<file path="config.mk">
export PLATFORM = sky130hd
export DESIGN_NAME = rtc_time_counter
export DESIGN_NICKNAME = d
export VERILOG_FILES = /design/src/rtl/clock_pkg.sv /design/src/rtl/bcd2_counter.sv /design/src/rtl/rtc_time_counter.sv
export SDC_FILE = /design/constraint.sdc
export NUM_CORES = 1
export LEC_CHECK = 0
export CAP_MARGIN = 0
export CORE_ASPECT_RATIO = 0.6
export CORE_MARGIN = 8
export CORE_UTILIZATION = 45
export CTS_CLUSTER_DIAMETER = 80
export DETAILED_ROUTE_END_ITERATION = 7
export GPL_TIMING_DRIVEN = 0
export PLACE_DENSITY = 0.68
export SLEW_MARGIN = 20
export SYNTH_ARGS = -nofsm -noshare
export SYNTH_HDL_FRONTEND = slang
export SYNTH_SLANG_ARGS = --single-unit
</file>
<file path="constraint.sdc">
create_clock -name clk -period 3.6 [get_ports clk]
set_clock_uncertainty 0.2 [all_clocks]
set_input_delay 0.9 -clock clk [delete_from_list [all_inputs] [get_ports clk]]
set_output_delay 0.9 -clock clk [all_outputs]
set_load 0.02 [all_outputs]
</file>
<file path="src/rtl/clock_pkg.sv">
// ---------------------------------------------------------------------------
// clock_pkg : shared BCD limits, field width and validation helper
// Rev 1.0
// ---------------------------------------------------------------------------
`default_nettype none

package clock_pkg;

  localparam int          BCD2_W    = 8;
  localparam logic [7:0]  SEC_MAX   = 8'h59;
  localparam logic [7:0]  MIN_MAX   = 8'h59;
  localparam logic [7:0]  HR_MAX_24 = 8'h23;

  // Both digits decimal and the field within its range (valid BCD orders like binary).
  function automatic logic bcd2_valid(input logic [BCD2_W-1:0] v,
                                      input logic [BCD2_W-1:0] max);
    return (v[7:4] <= 4'd9) && (v[3:0] <= 4'd9) && (v <= max);
  endfunction

endpackage

`default_nettype wire

</file>
<file path="src/rtl/bcd2_counter.sv">
// ---------------------------------------------------------------------------
// bcd2_counter : two-digit BCD counter wrapping at MAX, with synchronous load
// Rev 1.0
// ---------------------------------------------------------------------------
`default_nettype none

module bcd2_counter
  import clock_pkg::*;
#(
  parameter logic [BCD2_W-1:0] MAX = 8'h59
) (
  input  logic              clk,
  input  logic              rst,
  input  logic              inc,
  input  logic              load,
  input  logic [BCD2_W-1:0] load_val,
  output logic [BCD2_W-1:0] val,
  output logic              carry
);

  logic [BCD2_W-1:0] r_val;
  logic              w_at_max;

  assign w_at_max = (r_val == MAX);
  assign carry    = inc && w_at_max;
  assign val      = r_val;

  always_ff @(posedge clk or posedge rst) begin
    if (rst) begin
      r_val <= '0;
    end else if (load) begin
      r_val <= load_val;
    end else if (inc) begin
      if (w_at_max) begin
        r_val <= '0;
      end else if (r_val[3:0] == 4'd9) begin
        r_val <= {r_val[7:4] + 4'd1, 4'd0};
      end else begin
        r_val <= {r_val[7:4], r_val[3:0] + 4'd1};
      end
    end
  end

endmodule

`default_nettype wire

</file>
<file path="src/rtl/rtc_time_counter.sv">
// ---------------------------------------------------------------------------
// rtc_time_counter : prescaled BCD hh:mm:ss time-of-day with load and 12/24 h view
// Rev 1.0
// ---------------------------------------------------------------------------
`default_nettype none

module rtc_time_counter
  import clock_pkg::*;
#(
  parameter int CLK_FREQ = 50_000_000,
  parameter int TICK_HZ  = 1
) (
  input  logic              clk,
  input  logic              rst,
  input  logic              run,
  input  logic              mode_12h,
  input  logic              set_req,
  input  logic [BCD2_W-1:0] set_hh,
  input  logic [BCD2_W-1:0] set_mm,
  input  logic [BCD2_W-1:0] set_ss,
  output logic              set_ack,
  output logic              set_err,
  output logic [BCD2_W-1:0] hh,
  output logic [BCD2_W-1:0] mm,
  output logic [BCD2_W-1:0] ss,
  output logic              pm,
  output logic              sec_tick,
  output logic              day_roll
);

  localparam int DIV = CLK_FREQ / TICK_HZ;
  localparam int PW  = (DIV >= 2) ? $clog2(DIV) : 1;
  localparam logic [PW-1:0] c_TC = PW'(DIV - 1);

  generate
    if (DIV < 2) begin : g_div_check
      $error("rtc_time_counter: CLK_FREQ / TICK_HZ must be at least 2");
    end
  endgenerate

  logic [PW-1:0]     r_presc;
  logic              r_set_ack;
  logic              r_set_err;
  logic              r_sec_tick;
  logic              r_day_roll;
  logic              w_tc;
  logic              w_inc;
  logic              w_load_ok;
  logic              w_load;
  logic              w_ss_carry;
  logic              w_mm_carry;
  logic              w_hh_carry;
  logic [BCD2_W-1:0] w_hh24;
  logic [BCD2_W-1:0] w_mm;
  logic [BCD2_W-1:0] w_ss;

  assign w_tc      = run && (r_presc == c_TC);
  assign w_load_ok = bcd2_valid(set_hh, HR_MAX_24) &&
                     bcd2_valid(set_mm, MIN_MAX) &&
                     bcd2_valid(set_ss, SEC_MAX);
  assign w_load    = set_req && w_load_ok;
  // Any load request, valid or not, swallows a coincident terminal count.
  assign w_inc     = w_tc && !set_req;

  always_ff @(posedge clk or posedge rst) begin
    if (rst) begin
      r_presc <= '0;
    end else if (set_req) begin
      if (w_load_ok) begin
        r_presc <= '0;
      end
    end else if (run) begin
      if (w_tc) begin
        r_presc <= '0;
      end else begin
        r_presc <= r_presc + 1'b1;
      end
    end
  end

  always_ff @(posedge clk or posedge rst) begin
    if (rst) begin
      r_set_ack  <= 1'b0;
      r_set_err  <= 1'b0;
      r_sec_tick <= 1'b0;
      r_day_roll <= 1'b0;
    end else begin
      r_set_ack  <= w_load;
      r_set_err  <= set_req && !w_load_ok;
      r_sec_tick <= w_inc;
      r_day_roll <= w_hh_carry;
    end
  end

  bcd2_counter #(.MAX(SEC_MAX)) u_ss (
    .clk      (clk),
    .rst      (rst),
    .inc      (w_inc),
    .load     (w_load),
    .load_val (set_ss),
    .val      (w_ss),
    .carry    (w_ss_carry)
  );

  bcd2_counter #(.MAX(MIN_MAX)) u_mm (
    .clk      (clk),
    .rst      (rst),
    .inc      (w_ss_carry),
    .load     (w_load),
    .load_val (set_mm),
    .val      (w_mm),
    .carry    (w_mm_carry)
  );

  bcd2_counter #(.MAX(HR_MAX_24)) u_hh (
    .clk      (clk),
    .rst      (rst),
    .inc      (w_mm_carry),
    .load     (w_load),
    .load_val (set_hh),
    .val      (w_hh24),
    .carry    (w_hh_carry)
  );

  // 12 h view: BCD subtract of 12 borrows from the tens digit when units < 2.
  always_comb begin
    hh = w_hh24;
    pm = 1'b0;
    if (mode_12h) begin
      if (w_hh24 == 8'h00) begin
        hh = 8'h12;
      end else if (w_hh24 == 8'h12) begin
        pm = 1'b1;
      end else if (w_hh24 > 8'h12) begin
        pm = 1'b1;
        if (w_hh24[3:0] >= 4'd2) begin
          hh = {w_hh24[7:4] - 4'd1, w_hh24[3:0] - 4'd2};
        end else begin
          hh = {w_hh24[7:4] - 4'd2, w_hh24[3:0] + 4'd8};
        end
      end
    end
  end

  assign mm       = w_mm;
  assign ss       = w_ss;
  assign set_ack  = r_set_ack;
  assign set_err  = r_set_err;
  assign sec_tick = r_sec_tick;
  assign day_roll = r_day_roll;

endmodule

`default_nettype wire

</file>
# Word level (Yosys, flattened, before mapping)
# Cells that the tools add are included.
[op_classes]
reduce_logical = 29
add_sub_neg = 11
magnitude_cmp = 11
n_mux = 25
n_eq_ne = 9
[ops]
columns = ["op", "n"]
rows = [
  ["8-bit 2-to-1 mux", 17],
  ["26-bit 2-to-1 mux", 4],
  ["26-bit by 1-bit adder with 26-bit output, second input constant", 1],
  ["26-bit equality test, second input constant", 1],
  ["4-bit by 1-bit adder with 4-bit output, second input constant", 6],
  ["4-bit less-or-equal comparator, second input constant", 6],
  ["8-bit by 7-bit equality test with 1-bit output, second input constant", 2],
  ["8-bit by 7-bit less-or-equal comparator with 1-bit output, second input constant", 2],
  ["1-bit logical AND", 15],
  ["4-bit equality test, second input constant", 3],
  ["3-bit nonzero test", 3],
  ["8-bit by 5-bit equality test with 1-bit output, second input constant", 1],
  ["8-bit by 6-bit equality test with 1-bit output, second input constant", 1],
  ["8-bit by 5-bit > comparator with 1-bit output, second input constant", 1],
  ["8-bit by 6-bit less-or-equal comparator with 1-bit output, second input constant", 1],
  ["8-bit zero test", 1],
  ["2-bit AND reduction", 4],
  ["2-bit nonzero test", 4],
  ["4-bit by 2-bit subtractor with 4-bit output, second input constant", 2],
  ["4-bit adder, second input constant", 1],
  ["4-bit by 2-bit >= comparator with 1-bit output, second input constant", 1],
  ["1-bit 2-to-1 mux", 4],
  ["4-bit by 1-bit subtractor with 4-bit output, second input constant", 1],
  ["1-bit zero test", 2],
  ["2-bit by 1-bit != test with 1-bit output, second input constant", 1],
]
[word_totals]
in_bits = 29
register_bits = 54
wordCells = 96
out_inout_bits = 29

# Depth between registers and ports, before layout
# Gate-level depths: netlist of run 1.
[logic_depth]
word_depth = 8
depth_mapped = 8
mapped_depth_nobuf = 7

# Cells and area by module
# Synthesis of run 1 repeated with hierarchy kept, for this count alone.
[unflattened]
cells_unflattened = 440
area_unflattened_um2 = 3890.0
[modules_own_cells]
columns = ["mod", "n_inst", "area_each_um2", "seq_area_each_um2", "cells_per_inst"]
rows = [
  ["rtc_time_counter", 1, 2150.8, 750.7, 252],
  ["bcd2_counter at u_mm ...", 2, 583.1, 200.2, 64],
  ["bcd2_counter at u_hh", 1, 573.0, 200.2, 60],
]

# Worst setup path before layout of run 1
# Ideal clock, no wire load.
[synth_timing]
kind = "reg-to-output"
startpoint = "register u_hh.r_val[5] (netlist: u_hh.val[5])"
endpoint = "output hh[3]"
slack_ps = 323
path_buffers = 0
arrival_time_ps = 2177
stages_incl_launch_ff = 7
required_ps = 2500
cell_sequence = "dfrtp_1 -> inv_1 -> ha_1 -> o22a_1 -> or4_1 -> a31o_2 -> a22oi_1"
[synth_via]
elab_chain_cells = 5
elab_cells_between_ends = 7
classes_between = "1 x order compare; 1 x eq/ne; 4 x mux; 1 x reduce/logical"
[synth_rtl]
columns = ["item", "line_no", "rtl"]
rows = [
  ["start: declaration", "bcd2_counter.sv:21", "logic [BCD2_W-1:0] r_val;"],
  ["start signal: assignment", "bcd2_counter.sv:32", "r_val <= load_val;"],
  ["start signal: assignment", "bcd2_counter.sv:37", "r_val <= {r_val[7:4] + 4'd1, 4'd0};"],
  ["start signal: assignment", "bcd2_counter.sv:39", "r_val <= {r_val[7:4], r_val[3:0] + 4'd1};"],
  ["8-bit by 5-bit > comparator with 1-bit output", "rtc_time_counter.sv:134", "end else if (w_hh24 > 8'h12) begin"],
  ["8-bit 2-to-1 mux", "rtc_time_counter.sv:134", ""],
  ["8-bit 2-to-1 mux", "rtc_time_counter.sv:132", "end else if (w_hh24 == 8'h12) begin"],
  ["8-bit 2-to-1 mux (*)", "rtc_time_counter.sv:130", "if (w_hh24 == 8'h00) begin"],
  ["8-bit 2-to-1 mux (*)", "rtc_time_counter.sv:129", "if (mode_12h) begin"],
  ["end: declaration", "rtc_time_counter.sv:23", "output logic [BCD2_W-1:0] hh,"],
]
# Every way passes the cells marked *; elsewhere a longest branch is shown, timed or not.

# Final worst setup path of run 1
[layout_timing]
startpoint = "register u_hh.r_val[2] (netlist: u_hh.val[2])"
endpoint = "output hh[7]"
[layout_via]
elab_chain_cells = 6
elab_cells_between_ends = 9
classes_between = "2 x order compare; 1 x eq/ne; 5 x mux; 1 x reduce/logical"
[layout_rtl]
columns = ["item", "line_no", "rtl"]
rows = [
  ["4-bit by 2-bit >= comparator with 1-bit output", "rtc_time_counter.sv:136", "if (w_hh24[3:0] >= 4'd2) begin"],
  ["8-bit 2-to-1 mux", "rtc_time_counter.sv:136", ""],
  ["8-bit 2-to-1 mux", "rtc_time_counter.sv:134", ""],
  ["8-bit 2-to-1 mux", "rtc_time_counter.sv:132", ""],
  ["8-bit 2-to-1 mux (*)", "rtc_time_counter.sv:130", ""],
  ["8-bit 2-to-1 mux (*)", "rtc_time_counter.sv:129", ""],
]
# Marked as above.

==> impl_metrics.py, run 1 <==
metrics = {
    "cells_and_area": {
        "multi_input_area_mm2": 0.00236,
        "syn2layout_area_growth_pct": 25.7,
        "register_area_mm2": 0.00136,
        "nFillCells": 729,
        "nets": 558,
        "final_cell_mix": "dfrtp_1, clkdlybuf4s50_1, nor2_1",
        "n_antenna_cell": 0,
        "layout-drive-gt1-share": 0.110,
        "instances_no_fill": 622,
    },
    "clock_network": {
        "clk_pin_slew_ps": 70,
        "htreeDepth": 2,
        "numCtsBuffers": 5,
        "clkSinkCount": 54,
        "cts_tree": "done",
        "clock_path_buffers": 2,
        "clkLatencyLatePin_ps": 300,
        "cts-root-buf": "clkbuf_16",
    },
    "worst_setup_path": {
        "crit_end": "hh[7]",
        "cp_max_fo": 7,
        "start_kind": "flip-flop",
        "critical_path_class": "reg -> out",
        "reg2reg_from": "u_ss.val[0]",
        "path_buf_inv": 1,
        "slowest_delay_ps": 460,
        "cp-startpoint": "u_hh.val[2]",
        "rr_endpoint": "u_hh.val[2]",
        "crit_family": "simple AND/OR/NAND/NOR gates",
        "end_kind": "output pin",
        "rr_worst_depth": 6,
        "worstPathCellList": "or3_4, a21o_4, and3_1, nor3_1, mux2_2, dlygate4sd2_1",
        "crit_cells": 6,
        "cp.required_ps": 2500,
        "crit_slowest_cell": "dfrtp_2",
        "ff2ff_setup_slack_ps": 500,
        "crit_arrival_ps": 2420,
    },
    "floorplanning": {
        "fp.dieH_um": 87.3,
        "initial_utilization": 0.457,
        "coreArea_mm2": 0.00836,
        "die-area_mm2": 0.0118,
        "num_rows": 26,
        "die_w_um": 135,
        "ios": 58,
    },
    "synth": {
        "synthCells": 440,
        "synth_top_area_frac": 0.354,
        "synth_seq_cells": 54,
        "synth_edf_count": 0,
        "netlist_area_mm2": 0.00382,
        "syn_avg_cell_area_um2": 8.68,
        "yosys.area.top_type": "dfrtp_1",
        "synthesis.nets": 489,
        "async_flop_share": 1.00,
        "ys_warn_count": 0,
        "seq_area_frac_synth": 0.354,
        "synth.area.top_cells": "dfrtp_1, ha_1, nand3_1",
        "ys_types": 67,
        "synth_ff_type": "dfrtp_1",
    },
    "global_route": {
        "grt_use_total": 0.199,
        "grt_pass1_wl_mm": 18.7,
        "grt-ovfl-total": 0,
        "grt_start_max_net_pins": 55,
        "antenna_found_initial": 0,
        "grt_pass1_vias": 3521,
    },
    "placed_design": {
        "place_inst": 608,
        "port_buffers": 56,
        "gp_congestion": 0.938,
        "post-place-ws_ps": -452,
        "post-dp-hpwl_mm": 8.64,
    },
    "drt": {
        "wire_per_inst_um": 18.8,
        "vias_per_cell": 6.23,
        "drtAntennaViolNets": 0,
        "drtIter0Drc": 425,
        "drc": 0,
        "drt_wl_total_mm": 11.7,
        "drt_first_pass_iters": 6,
        "num_vias": 3874,
    },
    "pwr": {
        "leakagePower_nw": 1.93,
        "powerDensity_mw_per_mm2": 338,
        "irDropWorstVdd_mv": 0.182,
    },
    "sta": {
        "final-max-slew-violation-count": 0,
        "period_minus_slack_ps": 3520,
        "setup_viol": 0,
        "finalCritPeriodShare": 0.979,
        "timing.slew.headroom": 0.360,
        "tightest_slew_ps": 952,
        "setup_tns_ps": 0,
        "rsz0062_at_grt": "true",
        "timing.hold.ws_ps": 328,
        "fmaxAchievable_ghz": 0.284,
        "fin_ws_ps": 76.2,
        "hold_viol": 0,
    },
    "outcome": {
        "status": "completed",
    },
    "job": {
        "drv_cap": 0,
    },
    "worst_hold_path": {
        "hp-class": "reg -> reg",
    },
}
## stage by stage
stage                util  instance area (um2)  power [mW]
floorplan               -                 3820       0.905
global placement    0.540                 4520        1.06
detailed placement  0.541                 4520        1.06
CTS                 0.566                 4730        1.62
global route        0.574                 4800        1.70
finish              0.574                 4800        1.62
## cells in the mapped netlist, types with 2 or more instances
master and n:
inv_1 21, o41ai_1 3, or3_1 7, nor2b_1 2, nor2_1 31, nand4b_1 3, a22oi_1 2, or4_1 10
a21o_1 9, or3_2 3, and2_1 3, mux2i_1 12, nand3_1 30, o31ai_1 4, a31oi_1 15, dfrtp_1 54
buf_2 4, nor4_2 2, o32ai_1 2, nand4_1 17, nor4_1 7, nor3b_1 3, nand3b_1 6, nand2_1 29
and3b_1 3, and4_1 4, and3_1 8, nor3_1 9, a211oi_1 3, a22o_1 6, a21oi_1 25, nand2b_1 4
ha_1 20, xnor2_1 3, mux2_2 3, a21boi_0 2, clkbuf_1 18, a211o_1 2, o21ai_0 20, o21a_1 2
and4bb_2 2, a41oi_1 2
## area by class of cell
class / instances / share of cell area
clock inverter: 2 / 0.00782
tap: 112 / 0.0292
timing repair buffer: 63 / 0.125
inverter: 21 / 0.0169
sequential: 54 / 0.283
multi-input combinational: 342 / 0.491
buffer: 22 / 0.0198
clock buffer: 6 / 0.0269
## flip-flops by register name (all words and copies together) (netlist names)
signal / flops
r_presc: 26
u_hh.val: 8
u_mm.val: 8
u_ss.val: 8
day_roll: 1
sec_tick: 1
set_ack: 1
set_err: 1
## power breakdown
group / switching (mW) / internal [mW]
logic: 0.187 / 0.164
registers: 0.0665 / 0.650
clock network: 0.226 / 0.329
total: 0.480 / 1.14
## worst min path at each step
stage / startpoint / endpoint / slack [ps] / cells after the start
finish: r_presc[14] / r_presc[14] / 330 / 1
global route: r_presc[14] / r_presc[14] / 360 / 1
CTS: r_presc[14] / r_presc[14] / 320 / 1
detailed placement: r_presc[14] / r_presc[14] / 320 / 1
global placement: r_presc[15] / r_presc[15] / 290 / 1
floorplan: r_presc[15] / r_presc[15] / 270 / 1
## timing repair
| action | in CTS | in global routing |
|---|---|---|
| buffers inserted | 1 | 6 |
| hold buffers | 0 | 0 |
| pin swaps | 1 | 2 |
| hold endpoints to repair | 0 | 0 |
| endpoints found under the setup margin | 8 | 5 |
| gates resized for setup | 22 | 13 |
## worst reg2reg max path: stages (launching register included)
cell and delay (ps):
dfrtp_1 480, ha_1 270, and4bb_2 320, nand4b_1 330
nor3_1 760, mux2_2 420, a211oi_1 230
## routing by layer
layer	vias up	GRT usage	part of all wire
met5	-	0	0
met4	0	0.0355	0.0074
met3	13	0.0438	0.085
met2	166	0.274	0.41
met1	1893	0.306	0.50
li1	1802	-	-
## logic make-up after synthesis
family                     after synthesis  share of synthesized area
and+or+nand+nor                        195                      0.298
AOI/OAI and AO/OA                      109                      0.189
DFF                                     54                      0.354
buffers and inverters                   44                     0.0465
adders and majority gates               20                     0.0656
muxes                                   15                     0.0403
xor gates and xnor gates                 3                    0.00688
Power figures use the tool's default switching activity.
==> run 2, diff against run 1 <==
- CTS_BUF_LIST: unset -> sky130_fd_sc_hd__clkbuf_16
- CTS_CLUSTER_DIAMETER: 80 -> unset
- PLACE_DENSITY: 0.68 -> 0.79
==> impl_metrics.py, run 2 (synthesized netlist as in run 1, its figures left out) <==
metrics = {
    "outcome": {
        "status": "completed",
    },
    "clock_network": {
        "htreeDepth": 2,
        "clock_path_buffers": 2,
        "numCtsBuffers": 5,
        "clkLatencyLatePin_ps": 300,
        "clk_pin_slew_ps": 70,
        "cts-root-buf": "clkbuf_16",
        "cts_tree": "done",
        "clkSinkCount": 54,
        "cts_hold_buf": 0,
    },
    "drt": {
        "dr_wl_met3_mm": 1.20,
        "wire_per_inst_um": 19.6,
        "drtIter0Drc": 477,
        "drt_first_pass_iters": 5,
        "routed-wl-met2_mm": 5.11,
        "drtAntennaViolNets": 0,
        "vias_per_cell": 6.35,
        "top_layer_used": "met4",
        "wl_met1_mm": 5.73,
        "num_vias": 3959,
        "drt_wl_total_mm": 12.2,
        "drc": 0,
    },
    "cells_and_area": {
        "register_area_mm2": 0.00136,
        "syn2layout_area_growth_pct": 25.7,
        "nets": 560,
        "layout-drive-gt1-share": 0.112,
        "nFillCells": 730,
        "final_cell_mix": "dfrtp_1, clkdlybuf4s50_1, nor2_1",
        "top_register": "r_presc",
        "multi_input_area_mm2": 0.00237,
        "largest_reg_flops": 26,
        "n_antenna_cell": 0,
    },
    "pwr": {
        "powerDensity_mw_per_mm2": 321,
        "irDropWorstVdd_mv": 0.224,
        "power_mw": 1.54,
        "leakagePower_nw": 1.94,
    },
    "sta": {
        "finalCritPeriodShare": 0.981,
        "final-max-slew-violation-count": 0,
        "setup_tns_ps": 0,
        "tightest_slew_ps": 911,
        "setup_viol": 0,
        "timing.hold.ws_ps": 317,
        "hold_viol": 0,
        "timing.slew.headroom": 0.388,
        "period_minus_slack_ps": 3530,
        "fmaxAchievable_ghz": 0.283,
    },
    "global_route": {
        "grt_pass1_wl_mm": 19.3,
        "grt-ovfl-total": 0,
        "grt_start_max_net_pins": 55,
        "grt_pass1_vias": 3657,
        "grt_use_total": 0.206,
        "antenna_found_initial": 0,
    },
    "worst_setup_path": {
        "path_buf_inv": 1,
        "start_kind": "flip-flop",
        "worstPathCellList": "or3_4, a21o_4, and3_1, nor3_2, mux2_2, clkdlybuf4s15_1",
        "slowest_delay_ps": 470,
        "crit_arrival_ps": 2430,
        "critical_path_class": "reg -> out",
        "end_kind": "output pin",
        "cp_max_fo": 8,
        "crit_family": "simple AND/OR/NAND/NOR gates",
        "crit_slowest_cell": "dfrtp_2",
        "cp.required_ps": 2500,
    },
    "floorplanning": {
        "die_w_um": 135,
        "coreArea_mm2": 0.00836,
        "die-area_mm2": 0.0118,
        "fp.dieH_um": 87.3,
        "initial_utilization": 0.457,
        "num_rows": 26,
        "ios": 58,
    },
    "worst_hold_path": {
        "hp-class": "reg -> reg",
    },
    "placed_design": {
        "port_buffers": 56,
        "gp_congestion": 0.932,
        "post-dp-hpwl_mm": 9.04,
    },
    "job": {
        "drv_cap": 0,
    },
}
run 2: final cells by class:
| type | count | share of cell area |
|---|---|---|
| clock buffers | 5 | 0.0261 |
| repair buffers | 65 | 0.129 |
| well taps | 112 | 0.0292 |
| multi-input cells | 342 | 0.494 |
| clock inverters | 2 | 0.00156 |
| plain buffers | 22 | 0.0201 |
| flip-flops and latches | 54 | 0.283 |
| inverters | 21 | 0.0170 |
run 2: worst paths after layout:
kind / from / slack (ps) / depth (start not counted) / endpoint
setup / recovery: u_hh.val[2] / 70 / 6 / hh[7]
hold / removal: r_presc[14] / 320 / 1 / r_presc[14]
setup reg to reg: u_ss.val[1] / 420 / 7 / u_hh.val[2]
hold reg to reg: r_presc[14] / 320 / 1 / r_presc[14]
max in group asynchronous: rst / 1820 / 2 / u_hh.val[5]
min in group asynchronous: rst / 870 / 2 / sec_tick
run 2: where the power goes:
part / leakage [nW] / switching (mW) / internal, mW
Sequential: 0.715 / 0.0664 / 0.650
Combinational: 1.15 / 0.191 / 0.168
Clock: 0.0723 / 0.216 / 0.250
run 2: through the flow:
step	util	std cells	setup WS [ps]	instance area (um2)
after global placement	0.540	608	-477	4520
after CTS	0.564	615	12.9	4720
final	0.574	623	66.7	4800
after floorplan	-	440	323	3820
after detailed placement	0.541	608	-508	4520
after global routing	0.574	623	-18.2	4800
run 2: layer usage:
metal,track usage,up-vias
li1,-,1808
met1,0.300,1912
met3,0.0490,17
met2,0.288,222
met5,0,-
met4,0.0669,0
run 2: what timing repair did:
action,in CTS,in global routing
pin swaps,0,1
gates resized for setup,28,9
buffers inserted,1,8
endpoints found under the setup margin,8,4
